File: src/rtl/reg_file_2r1w_sweep.sv
// WIDTH x DEPTH register file: one write port, two registered read ports,
// write-first bypass, per-entry valid flags and a sequenced sweep clear.
//
// Ports:
//   CLK, CLRN         clock, async active-low reset
//   WR, WA, WD        write enable / address / data
//   RA0, RA1          read addresses
//   RD0, RD1          registered read data
//   RV0, RV1          registered valid flag of the entry read
//   CLR_REQ           sweep clear request (level)
//   BUSY, DONE        sweep in progress / one-cycle completion pulse
//   WR_ERR            one-cycle pulse: previous write rejected
module reg_file_2r1w_sweep #(
  parameter int WIDTH = 4,
  parameter int DEPTH = 16,
  parameter int AW    = 4
) (
  input  logic             CLK,
  input  logic             CLRN,
  input  logic             WR,
  input  logic [AW-1:0]    WA,
  input  logic [WIDTH-1:0] WD,
  input  logic [AW-1:0]    RA0,
  input  logic [AW-1:0]    RA1,
  output logic [WIDTH-1:0] RD0,
  output logic [WIDTH-1:0] RD1,
  output logic             RV0,
  output logic             RV1,
  input  logic             CLR_REQ,
  output logic             BUSY,
  output logic             DONE,
  output logic             WR_ERR
);

  typedef enum logic [1:0] {
    S_IDLE,
    S_SWEEP,
    S_FINISH
  } state_t;

  localparam logic [AW:0]   L_DEPTH = (AW+1)'(DEPTH);
  localparam logic [AW-1:0] L_LAST  = AW'(DEPTH-1);

  state_t r_state;
  state_t w_state_nxt;

  logic [WIDTH-1:0] r_mem [DEPTH];
  logic [DEPTH-1:0] r_valid;
  logic [AW-1:0]    r_ptr;
  logic             r_busy;
  logic             r_done;
  logic             r_wr_err;

  logic                  w_wa_ok;
  logic                  w_wr_ok;
  logic [1:0][AW-1:0]    w_ra;
  logic [1:0][WIDTH-1:0] w_rd_nxt;
  logic [1:0]            w_rv_nxt;
  logic [1:0][WIDTH-1:0] r_rd;
  logic [1:0]            r_rv;

  assign w_wa_ok = ({1'b0, WA} < L_DEPTH);
  // A request seen in IDLE wins over a same-edge write.
  assign w_wr_ok = WR & w_wa_ok &
                   (r_state == S_IDLE) & ~CLR_REQ;
  assign w_ra    = {RA1, RA0};

  always_comb begin
    w_state_nxt = r_state;
    unique case (r_state)
      S_IDLE: begin
        if (CLR_REQ) w_state_nxt = S_SWEEP;
      end
      S_SWEEP: begin
        if (r_ptr == L_LAST) w_state_nxt = S_FINISH;
      end
      S_FINISH: w_state_nxt = S_IDLE;
      default:  w_state_nxt = S_IDLE;
    endcase
  end

  always_ff @(posedge CLK or negedge CLRN) begin
    if (!CLRN) begin
      r_state  <= S_IDLE;
      r_ptr    <= '0;
      r_busy   <= 1'b0;
      r_done   <= 1'b0;
      r_wr_err <= 1'b0;
    end else begin
      r_state  <= w_state_nxt;
      r_busy   <= (w_state_nxt == S_SWEEP);
      r_done   <= (w_state_nxt == S_FINISH);
      r_wr_err <= WR & ~w_wr_ok;
      if (r_state == S_SWEEP) r_ptr <= r_ptr + AW'(1);
      else                    r_ptr <= '0;
    end
  end

  always_ff @(posedge CLK or negedge CLRN) begin
    if (!CLRN) begin
      for (int i = 0; i < DEPTH; i++) r_mem[i] <= '0;
      r_valid <= '0;
    end else if (w_wr_ok) begin
      r_mem[WA]   <= WD;
      r_valid[WA] <= 1'b1;
    end else if (r_state == S_SWEEP) begin
      r_mem[r_ptr]   <= '0;
      r_valid[r_ptr] <= 1'b0;
    end
  end

  // Out-of-range addresses read as empty; an accepted write
  // to the same address is forwarded (write-first).
  always_comb begin
    w_rd_nxt = '0;
    w_rv_nxt = '0;
    for (int p = 0; p < 2; p++) begin
      if ({1'b0, w_ra[p]} < L_DEPTH) begin
        if (w_wr_ok && (WA == w_ra[p])) begin
          w_rd_nxt[p] = WD;
          w_rv_nxt[p] = 1'b1;
        end else begin
          w_rd_nxt[p] = r_mem[w_ra[p]];
          w_rv_nxt[p] = r_valid[w_ra[p]];
        end
      end
    end
  end

  always_ff @(posedge CLK or negedge CLRN) begin
    if (!CLRN) begin
      r_rd <= '0;
      r_rv <= '0;
    end else begin
      r_rd <= w_rd_nxt;
      r_rv <= w_rv_nxt;
    end
  end

  assign RD0    = r_rd[0];
  assign RD1    = r_rd[1];
  assign RV0    = r_rv[0];
  assign RV1    = r_rv[1];
  assign BUSY   = r_busy;
  assign DONE   = r_done;
  assign WR_ERR = r_wr_err;

endmodule

File: config.mk
export PLATFORM = sky130hd
export DESIGN_NAME = reg_file_2r1w_sweep
export DESIGN_NICKNAME = d
export VERILOG_FILES = /design/src/rtl/reg_file_2r1w_sweep.sv
export SDC_FILE = /design/constraint.sdc
export NUM_CORES = 1
export LEC_CHECK = 0
export ABC_CLOCK_PERIOD_IN_PS = 3000
export BUFFER_PORTS_ARGS = -buffer_cell sky130_fd_sc_hd__buf_2
export CORE_MARGIN = 1.5
export CORE_UTILIZATION = 59
export DETAILED_ROUTE_END_ITERATION = 10
export GPL_TIMING_DRIVEN = 0
export PLACE_DENSITY = 0.76
export SETUP_SLACK_MARGIN = 0.15
export SYNTH_ARGS = -nofsm -noshare
export SYNTH_HDL_FRONTEND = slang
export SYNTH_SLANG_ARGS = --single-unit
File: constraint.sdc
create_clock -name CLK -period 3 [get_ports CLK]
set_clock_uncertainty 0.05 [all_clocks]
set_input_delay 0.6 -clock CLK [delete_from_list [all_inputs] [get_ports CLK]]
set_output_delay 0.6 -clock CLK [all_outputs]
set_load 0.01 [all_outputs]
==> results.txt <==
YS warnings: 0
WL final: 14.3 mm
Max cap viols: 0
Vias per Instance: 7.17
Inserted Diodes: 0
Vias: 3850
Die width: 99.8 microns
GPL Wtd Cong: 0.907
GRT Overall Usage: 0.310
Tot Pwr: 3.72 mW
Worst path arrival time: 2.86 ns
Row count: 35
Final Cell Area: 0.00601 sq mm
Worst min path class: input pin to async pin
Seq cells post-synth: 99
CTS Buf Count: 9
Syn Std Cell Area: 0.00553 sq mm
Cells along the critical path: buf_2 > buf_1 > xnor2_1 > nand3_1 > nor3_1 > mux2_2
First-pass GRT wire length: 22.6 mm
Core Footprint: 0.00915 sq mm
Peak VDD IR: 0.000535 V
Slew Viols, Final: 0
CP endpoint kind: flop
Placed inst area: 0.00582 sq mm
Crit Path Max Fanout: 10
M1 WL: 5.89 mm
Die height: 99.8 microns
Netlist cell types: 38
Tmin final: 2.64 ns
Synth Net Count: 409
I/O Pins: 33
FFs w/ async S/R, synth: 1.00
Slew of the pin with the lowest slew margin: 0.917 ns
CP Launch Type: input pin
Post-synthesis instance total: 385
Met2 routed wirelength: 6.87 mm
Routed wl met3: 1.04 mm
Initial antenna violation count: 0
Clk sinks: 99
Crit path buffers/inverters: 2
Final setup fails: 0
Initial core utilization: 0.604
Flop2flop setup slack: 0.46 ns
Htree depth: 3
Highest routing layer actually used: met4
Seq/Total Area, Yosys: 0.448
DR DRC count: 0
Largest stage delay, worst path: 0.70 ns
Layout Nets: 445
Largest net degree at the start of global routing: 76
Post-Syn Area per Cell: 14.4 sq um
Max Fclk: 378 MHz
Die area: 0.00996 sq mm
PD cells: 619 mW/mm^2
Status: complete, no violations
Slew headroom: 0.388
Drt pass-1 iters: 5
Number of synthesized flops with an enable pin: 0
Setup CP Type: input pin to flop
Routed len/inst: 26.5 microns
Final Cycle Share: 0.881
Setup TNS: 0 ns
I/O Buffers: 24
Bufs on Longest Clock Path: 2
Final ANT Viol Nets: 0
Slowest CP cell: nor3_1
Clk_lat worst skew: 0.39 ns
Area delta synth->final: 8.78%
Violation count after the first detailed-routing iteration: 290
CP top delay family: simple AND/OR/NAND/NOR gates
Final hold violation count: 0
Gr ovfl total: 0
Post-layout util: 0.657
P_leak: 2.73 nW
CTS clk-pin slew, worst paths: 0.10 ns
Vias in the first global route: 4007
RSZ-0062 raised after global routing: false
WP data required: 3.22 ns
Clk Tree Root Cell: clkbuf_8
Post-synth top flop: dfrtp_1
CTS tree: built
Layout cells sized above 1: 0.291
DP Wirelength: 10.3 mm
Hold_buf cts: 0
-- Yosys cell counts (6+ instances only) --
master,n,area share
a22o_1,64,0.10
clkbuf_1,8,0.0054
buf_1,11,0.0075
o22a_1,11,0.017
mux4_2,42,0.17
o21ai_0,9,0.0081
buf_2,8,0.0072
nand2_1,7,0.0048
nor2_1,7,0.0048
mux2_2,6,0.012
dfrtp_1,99,0.45
a21o_1,12,0.016
nor4_4,16,0.062
mux2i_1,24,0.043
-- placed cells by master (no fill, tap or decap), types with 9 or more instances in the layout --
master / netlist / final
mux4_2: 42 / 42
a21o_1: 12 / 12
o22a_1: 11 / 11
buf_1: 11 / 11
clkbuf_1: 8 / 9
dfrtp_1: 99 / 99
nor4_4: 16 / 16
clkbuf_8: 0 / 11
o21ai_0: 9 / 9
buf_2: 8 / 31
a22o_1: 64 / 64
mux2i_1: 24 / 24
-- cell families after synthesis --
logic type | count (synthesis) | share of synthesized area
AO/OA/AOI/OAI | 110 | 0.165
flip-flops | 99 | 0.448
multiplexers | 74 | 0.231
AND/OR/NAND/NOR | 54 | 0.101
buffers and inverters | 34 | 0.0292
XOR/XNOR | 10 | 0.0158
adder cells (fa/ha/maj) | 4 | 0.00906
-- path summary, 6_finish.rpt --
check	from	end	cells after the start
min in group CLK	WR	WR_ERR$_DFF_PN0_	2
max in group asynchronous	CLRN	r_mem[32]$_DFFE_PN0P_	2
hold / removal	CLRN	r_valid[11]$_DFFE_PN0P_	1
setup / recovery	RA0[2]	RD0[2]$_DFF_PN0_	6
setup reg to reg	r_state[0]$_DFF_PN0_	r_mem[14]$_DFFE_PN0P_	6
hold reg to reg	r_mem[52]$_DFFE_PN0P_	r_mem[52]$_DFFE_PN0P_	1
-- repair_timing --
item,in CTS,in global routing
endpoints found under the setup margin,0,4
endpoints found under the hold margin,0,0
resized for setup,0,1
buffers inserted,0,0
-- state kept, by name, summed over array words and instances, names as in the netlist --
register	count
DONE	1
r_rv	2
r_mem	64
r_state	2
r_ptr	4
RD1	4
RD0	4
r_valid	16
WR_ERR	1
BUSY	1
-- cell type report --
type / count / area [sq um]
timing repair buffer: 25 / 150
clock buffer: 12 / 155
sequential: 99 / 2480
tap: 111 / 139
inverter: 5 / 18.8
buffer: 29 / 143
fill: 689 / 3140
clock inverter: 4 / 32.5
multi-input combinational: 252 / 2900
-- through the flow --
stage	cells	setup WS, ns	hold slack, ns
after floorplan	385	0.713	0.254
after global placement	520	0.00570	0.441
after detailed placement	521	0.0191	0.450
after CTS	537	0.261	0.0736
after global routing	537	0.233	0.0852
final	537	0.358	0.0523
-- routing by layer --
metal  track usage  up-vias
met1         0.415     1983
met3        0.0773       45
met5             0        -
met2         0.481      196
met4         0.143        0
li1              -     1626
-- where the power goes --
| part | internal (mW) | switching [mW] | total [mW] |
|---|---|---|---|
| registers | 1.52 | 0.165 | 1.69 |
| logic | 0.482 | 0.699 | 1.18 |
| clock network | 0.354 | 0.499 | 0.853 |
Power figures use the tool's default switching activity.
